**src/rtl/pricing_pkg.sv**
```systemverilog
// Shared pricing-datapath definitions: regression sequencer states and the
// sample/job widths that the XTX/XTY accumulators also use.
package pricing_pkg;

  localparam int REGSEQ_XW = 3;
  localparam int REGSEQ_YW = 3;
  localparam int JOB_LEN_W = 8;

  typedef enum logic [2:0] {
    RS_IDLE   = 3'd0,
    RS_CLEAR  = 3'd1,
    RS_STREAM = 3'd2,
    RS_DRAIN  = 3'd3,
    RS_DONE   = 3'd4
  } regseq_state_t;

endpackage

```
**src/rtl/regression_seq_sq_unit.sv**
```systemverilog
// Combinational unsigned square, W bits in, 2*W bits out (never truncates).
module sq_unit #(
  parameter int W = 3
) (
  input  logic [W-1:0]   a,
  output logic [2*W-1:0] sq
);

  logic [2*W-1:0] a_ext;

  assign a_ext = {{W{1'b0}}, a};
  assign sq    = a_ext * a_ext;

endmodule

```
**src/rtl/regression_seq.sv**
```systemverilog
// Least-squares accumulator sequencer: clear, stream samples, drain, pulse done.
// Optional stall timeout in STREAM is enabled by defining REGSEQ_TIMEOUT_EN.
module regression_seq
  import pricing_pkg::*;
#(
  parameter int XW          = REGSEQ_XW,
  parameter int YW          = REGSEQ_YW,
  parameter int ACC_LAT     = 2,
  parameter int TIMEOUT_CYC = 16
) (
  input  logic                 clk,
  input  logic                 rst_n,
  input  logic                 job_start,
  input  logic [JOB_LEN_W-1:0] job_len,
  input  logic                 smp_valid,
  output logic                 smp_ready,
  input  logic [XW-1:0]        smp_x,
  input  logic [YW-1:0]        smp_y,
  output logic                 acc_clr,
  output logic                 acc_start,
  output logic [XW-1:0]        acc_xi,
  output logic [2*XW-1:0]      acc_xi2,
  output logic [YW-1:0]        acc_yi,
  output logic                 busy,
  output logic                 done,
  output logic                 err
);

  localparam int DW = $clog2(ACC_LAT + 1);

  if (ACC_LAT < 1 || TIMEOUT_CYC < 1) begin : g_param_chk
    $error("regression_seq: ACC_LAT and TIMEOUT_CYC must be >= 1");
  end

  regseq_state_t        state;
  logic [JOB_LEN_W-1:0] len_q;
  logic [JOB_LEN_W-1:0] smp_cnt;
  logic [DW-1:0]        drain_cnt;
  logic                 xfer;
  logic                 timeout;
  logic [2*XW-1:0]      sq;

  assign smp_ready = (state == RS_STREAM);
  assign xfer      = smp_valid && smp_ready;
  assign acc_clr   = (state == RS_CLEAR);
  assign busy      = (state != RS_IDLE);
  assign done      = (state == RS_DONE);

  sq_unit #(.W(XW)) u_sq (
    .a  (smp_x),
    .sq (sq)
  );

`ifdef REGSEQ_TIMEOUT_EN
  localparam int SW = $clog2(TIMEOUT_CYC + 1);

  logic [SW-1:0] stall_cnt;

  // Fires on the TIMEOUT_CYC-th consecutive idle STREAM cycle.
  assign timeout = (state == RS_STREAM) && !smp_valid &&
                   (stall_cnt == SW'(TIMEOUT_CYC - 1));

  always_ff @(posedge clk or negedge rst_n) begin
    if (!rst_n)                              stall_cnt <= '0;
    else if (state != RS_STREAM || smp_valid) stall_cnt <= '0;
    else                                     stall_cnt <= stall_cnt + SW'(1);
  end
`else
  assign timeout = 1'b0;
`endif

  always_ff @(posedge clk or negedge rst_n) begin
    if (!rst_n) begin
      state     <= RS_IDLE;
      len_q     <= '0;
      smp_cnt   <= '0;
      drain_cnt <= '0;
      err       <= 1'b0;
    end else begin
      err <= 1'b0;
      case (state)
        RS_IDLE: begin
          if (job_start) begin
            if (job_len == '0) begin
              err <= 1'b1;
            end else begin
              len_q   <= job_len;
              smp_cnt <= '0;
              state   <= RS_CLEAR;
            end
          end
        end
        RS_CLEAR: state <= RS_STREAM;
        RS_STREAM: begin
          if (xfer) begin
            smp_cnt <= smp_cnt + JOB_LEN_W'(1);
            if (smp_cnt + JOB_LEN_W'(1) == len_q) begin
              drain_cnt <= '0;
              state     <= RS_DRAIN;
            end
          end else if (timeout) begin
            err   <= 1'b1;
            state <= RS_IDLE;
          end
        end
        // The final beat is registered, so drain spans that beat plus ACC_LAT.
        RS_DRAIN: begin
          if (drain_cnt == DW'(ACC_LAT)) state <= RS_DONE;
          else                           drain_cnt <= drain_cnt + DW'(1);
        end
        RS_DONE: state <= RS_IDLE;
        default: state <= RS_IDLE;
      endcase
    end
  end

  always_ff @(posedge clk or negedge rst_n) begin
    if (!rst_n) begin
      acc_start <= 1'b0;
      acc_xi    <= '0;
      acc_xi2   <= '0;
      acc_yi    <= '0;
    end else begin
      acc_start <= xfer;
      if (xfer) begin
        acc_xi  <= smp_x;
        acc_xi2 <= sq;
        acc_yi  <= smp_y;
      end
    end
  end

endmodule

```
**config.mk**
```make
export PLATFORM = sky130hd
export DESIGN_NAME = regression_seq
export DESIGN_NICKNAME = d
export VERILOG_FILES = /design/src/rtl/pricing_pkg.sv /design/src/rtl/regression_seq_sq_unit.sv /design/src/rtl/regression_seq.sv
export SDC_FILE = /design/constraint.sdc
export NUM_CORES = 1
export LEC_CHECK = 0
export ABC_AREA = 1
export BUFFER_PORTS_ARGS = -buffer_cell sky130_fd_sc_hd__buf_2
export CORE_MARGIN = 8
export CORE_UTILIZATION = 45
export DETAILED_ROUTE_END_ITERATION = 7
export HOLD_SLACK_MARGIN = 0.03
export PLACE_DENSITY = 0.73
export SETUP_SLACK_MARGIN = 0.1
export SYNTH_ARGS = -nofsm -noshare
export SYNTH_HDL_FRONTEND = slang
export SYNTH_SLANG_ARGS = --single-unit
```
**constraint.sdc**
```tcl
create_clock -name clk -period 2.34 [get_ports clk]
set_clock_uncertainty 0.2 [all_clocks]
set_input_delay 0.351 -clock clk [delete_from_list [all_inputs] [get_ports clk]]
set_output_delay 0.351 -clock clk [all_outputs]
set_load 0.02 [all_outputs]
```
==> impl_results.md <==
- Synthesized netlist cell count: 235
- Residual DRC: 0
- Core area: 3880 sq um
- Die H: 78.8 um
- CP Class: reg -> reg
- Critical path arrival: 1.97 ns
- Final GP Congestion: 0.833
- Crit path time final: 2.00 ns
- CTS Buf Count: 5
- 1st-pass router iterations: 4
- Main synth FF type: dfrtp_1
- Class of the worst hold path: in -> reg
- GR Util All Layers: 0.134
- DR WL/cell: 11.9 um
- Std-Cell Rows: 23
- Ys Warns: 0
- Post-synth top area share: 0.465
- Reg2reg start: smp_cnt[0]$_DFFE_PN0P_
- Vias/cell: 4.81
- Critical Path Source Type: flip-flop
- Vias in the first global route: 1551
- CTS clk-pin slew, worst paths: 0.06 ns
- Top post-synthesis cells by area: dfrtp_1 47%, nand2_1 17%, nand3_1 6.2%, inv_1 6.1%, o21ai_0 4.2%
- Status: finished, final reports clean
- Final setup fails: 0
- # nets final: 295
- Reg-to-reg slack, setup: 0.34 ns
- Share of layout cells above drive strength 1: 0.215
- P&R area growth vs syn: 17.3%
- Total wire length: 3850 um
- Worst-Margin Slew: 0.753 ns
- Max-cap violations: 0
- Post-CTS setup buffer count: 0
- Initial antenna violation count: 0
- Port Buf Inserts: 34
- Routed Antenna Nets: 0
- Met3 Routed Length: 174 um
- Unrepaired setup endpoints after global routing: false
- Post-Syn Area: 1770 sq um
- Total gr overflow: 0
- Final Util: 0.536
- Longest Clk Path Bufs: 2
- Later-pin clock latency in the skew report: 0.28 ns
- Worst Hold Path EP: acc_yi[1]$_DFFE_PN0P_
- Synthesized Nets: 256
- Hold path start: smp_y[1]
- Final critical-path share of the clock period: 0.853
- Max rail drop VDD: 0.577 mV
- Sink Count: 33
- Power Density: 1120 nW/um^2
- H-tree Lvls: 2
- Final setup TNS: 0 ns
- 1st-iter DRT viols: 111
- First-pass GRT wire length: 6670 um
- Synth area leader: dfrtp_1
- Pre-CTS setup slack: 0.350 ns
- Die X: 78.8 um
- Die area: 6210 sq um
- Fmax: 501 MHz
- Final-report hold violation count: 0
- Max-slew violation count: 0
- Leak: 0.00111 uW
- Largest net degree at the start of global routing: 34
- Reg2reg path depth: 15
- Met1 WL: 1670 um
- Routed via count: 1562
- Ant diodes: 0
- Unique masters post-synth: 23
- CTS root buf: clkbuf_8
- Worst Hold Path Cells: 3
- Post-synth EDFFs: 0
- Async set-reset flop share out of synthesis: 1.00
- Final worst slack: 0.343 ns
- Syn_area_per_cell: 7.55 sq um
- TritonCTS clock tree: built
- Post-DP HPWL: 2940 um
- Initial core utilization: 0.457
- CP Capture Type: flip-flop
- I/O pins: 36
- Highest Signal Layer: met4
- Crit path max fanout: 6
- Synth Register Bits: 33
- FF-to-FF End: state[1]$_DFFE_PN0P_
- Hold_buf cts: 1
- Resize count post-CTS: 0
- Worst Path Required: 2.31 ns
- Slew margin rel.: 0.498
- Met2 WL post-DR: 1930 um
- Fraction of the yosys area taken by sequential cells: 0.465
[layer usage]
metal / vias to the layer above / global-route usage
met4: 0 / 0.0722
li1: 808 / -
met1: 722 / 0.151
met2: 27 / 0.225
met3: 5 / 0.0395
met5: - / 0
[cell usage after synthesis, types with 2 or more instances]
cell / instances
o21ai_0: 15
buf_4: 2
nand2_1: 82
mux2_2: 2
nand2_2: 5
inv_2: 3
ha_1: 3
buf_2: 3
nor2_2: 3
xor2_1: 2
nor2_4: 4
nand3_1: 22
o21ai_1: 2
nor4_1: 2
o22ai_1: 2
nor3_1: 3
nor2_1: 14
inv_1: 29
dfrtp_1: 33
[worst max-delay path, cell delays in order, from the launching register on]
cell and delay [ns]:
dfrtp_1 0.44, ha_1 0.26, nand2_1 0.11, inv_1 0.06, nand2_1 0.07, nand2_1 0.08, nand2_1 0.06, nand2_1 0.05
nor2_2 0.08, nand2_1 0.07, nor2_2 0.09, nand2_2 0.06, nand2_4 0.09, nand2_1 0.06, nand2_1 0.06, nand2_1 0.05
[cell families after synthesis]
family	Yosys count	share of synthesized area
muxes	2	0.0127
DFF	33	0.465
AOI/OAI and AO/OA	20	0.0585
other	1	0.00211
and+or+nand+nor	136	0.341
adders and majority gates	3	0.0212
buffers and inverters	37	0.0846
xor gates and xnor gates	3	0.0148
[flip-flops by register name (all words and copies together), names as in the netlist]
name	flops
len_q	8
smp_cnt	8
acc_xi	3
err	1
acc_start	1
acc_xi2	4
state	3
acc_yi	3
drain_cnt	2
[worst max-delay path by stage]
| stage | start | end | slack [ns] | cells past startpoint |
|---|---|---|---|---|
| 2_1_floorplan | smp_cnt[0]$_DFFE_PN0P_ | state[1]$_DFFE_PN0P_ | 0.52 | 11 |
| 3_3_place_gp | smp_cnt[0]$_DFFE_PN0P_ | state[1]$_DFFE_PN0P_ | 0.38 | 15 |
| 3_5_place_dp | smp_cnt[0]$_DFFE_PN0P_ | state[1]$_DFFE_PN0P_ | 0.35 | 15 |
| 4_1_cts | smp_cnt[0]$_DFFE_PN0P_ | state[1]$_DFFE_PN0P_ | 0.32 | 15 |
| 5_1_grt | smp_cnt[0]$_DFFE_PN0P_ | state[1]$_DFFE_PN0P_ | 0.11 | 15 |
| 6_report | smp_cnt[0]$_DFFE_PN0P_ | state[1]$_DFFE_PN0P_ | 0.34 | 15 |
[cell type report]
type / count / area, sq um
inverter: 32 / 120
clock buffer: 8 / 80.1
tap: 50 / 62.6
multi-input combinational: 165 / 798
sequential: 33 / 826
timing repair buffer: 37 / 195
fill: 408 / 1800
[per-stage QoR]
stage	total power [uW]	hold slack [ns]	instance area, sq um	instances
after floorplan	1650	-0.145	1770	235
after global placement	1940	0.249	1990	316
after detailed placement	1960	0.253	1990	316
after CTS	2380	0.0608	2080	325
after global routing	2550	0.0863	2080	325
final	2340	0.0679	2080	325
[layout by cell type (no fill, tap or decap)]
| master | netlist | layout |
|---|---|---|
| nand2_1 | 82 | 82 |
| buf_2 | 3 | 34 |
| dfrtp_1 | 33 | 33 |
| inv_1 | 29 | 29 |
| nand3_1 | 22 | 22 |
| o21ai_0 | 15 | 15 |
| nor2_1 | 14 | 14 |
| nand2_2 | 5 | 5 |
| clkbuf_8 | 0 | 5 |
| nor2_4 | 4 | 4 |
| inv_2 | 3 | 3 |
| nor3_1 | 3 | 3 |
| nor2_2 | 3 | 3 |
| ha_1 | 3 | 3 |
| clkbuf_1 | 0 | 3 |
| nor4_1 | 2 | 2 |
| xor2_1 | 2 | 2 |
| o21ai_1 | 2 | 2 |
| o22ai_1 | 2 | 2 |
| mux2_2 | 2 | 2 |
| buf_4 | 2 | 2 |
| xnor2_1 | 1 | 1 |
| nand2_4 | 1 | 1 |
| a31oi_1 | 1 | 1 |
| conb_1 | 1 | 1 |
| dlygate4sd3_1 | 0 | 1 |
[power by group]
| group | switching, uW | leakage (uW) | internal, uW |
|---|---|---|---|
| logic | 674 | 0.000644 | 368 |
| clock network | 197 | 0.0000395 | 211 |
| registers | 123 | 0.000428 | 766 |
No activity file was read; power rests on OpenSTA's default activity.
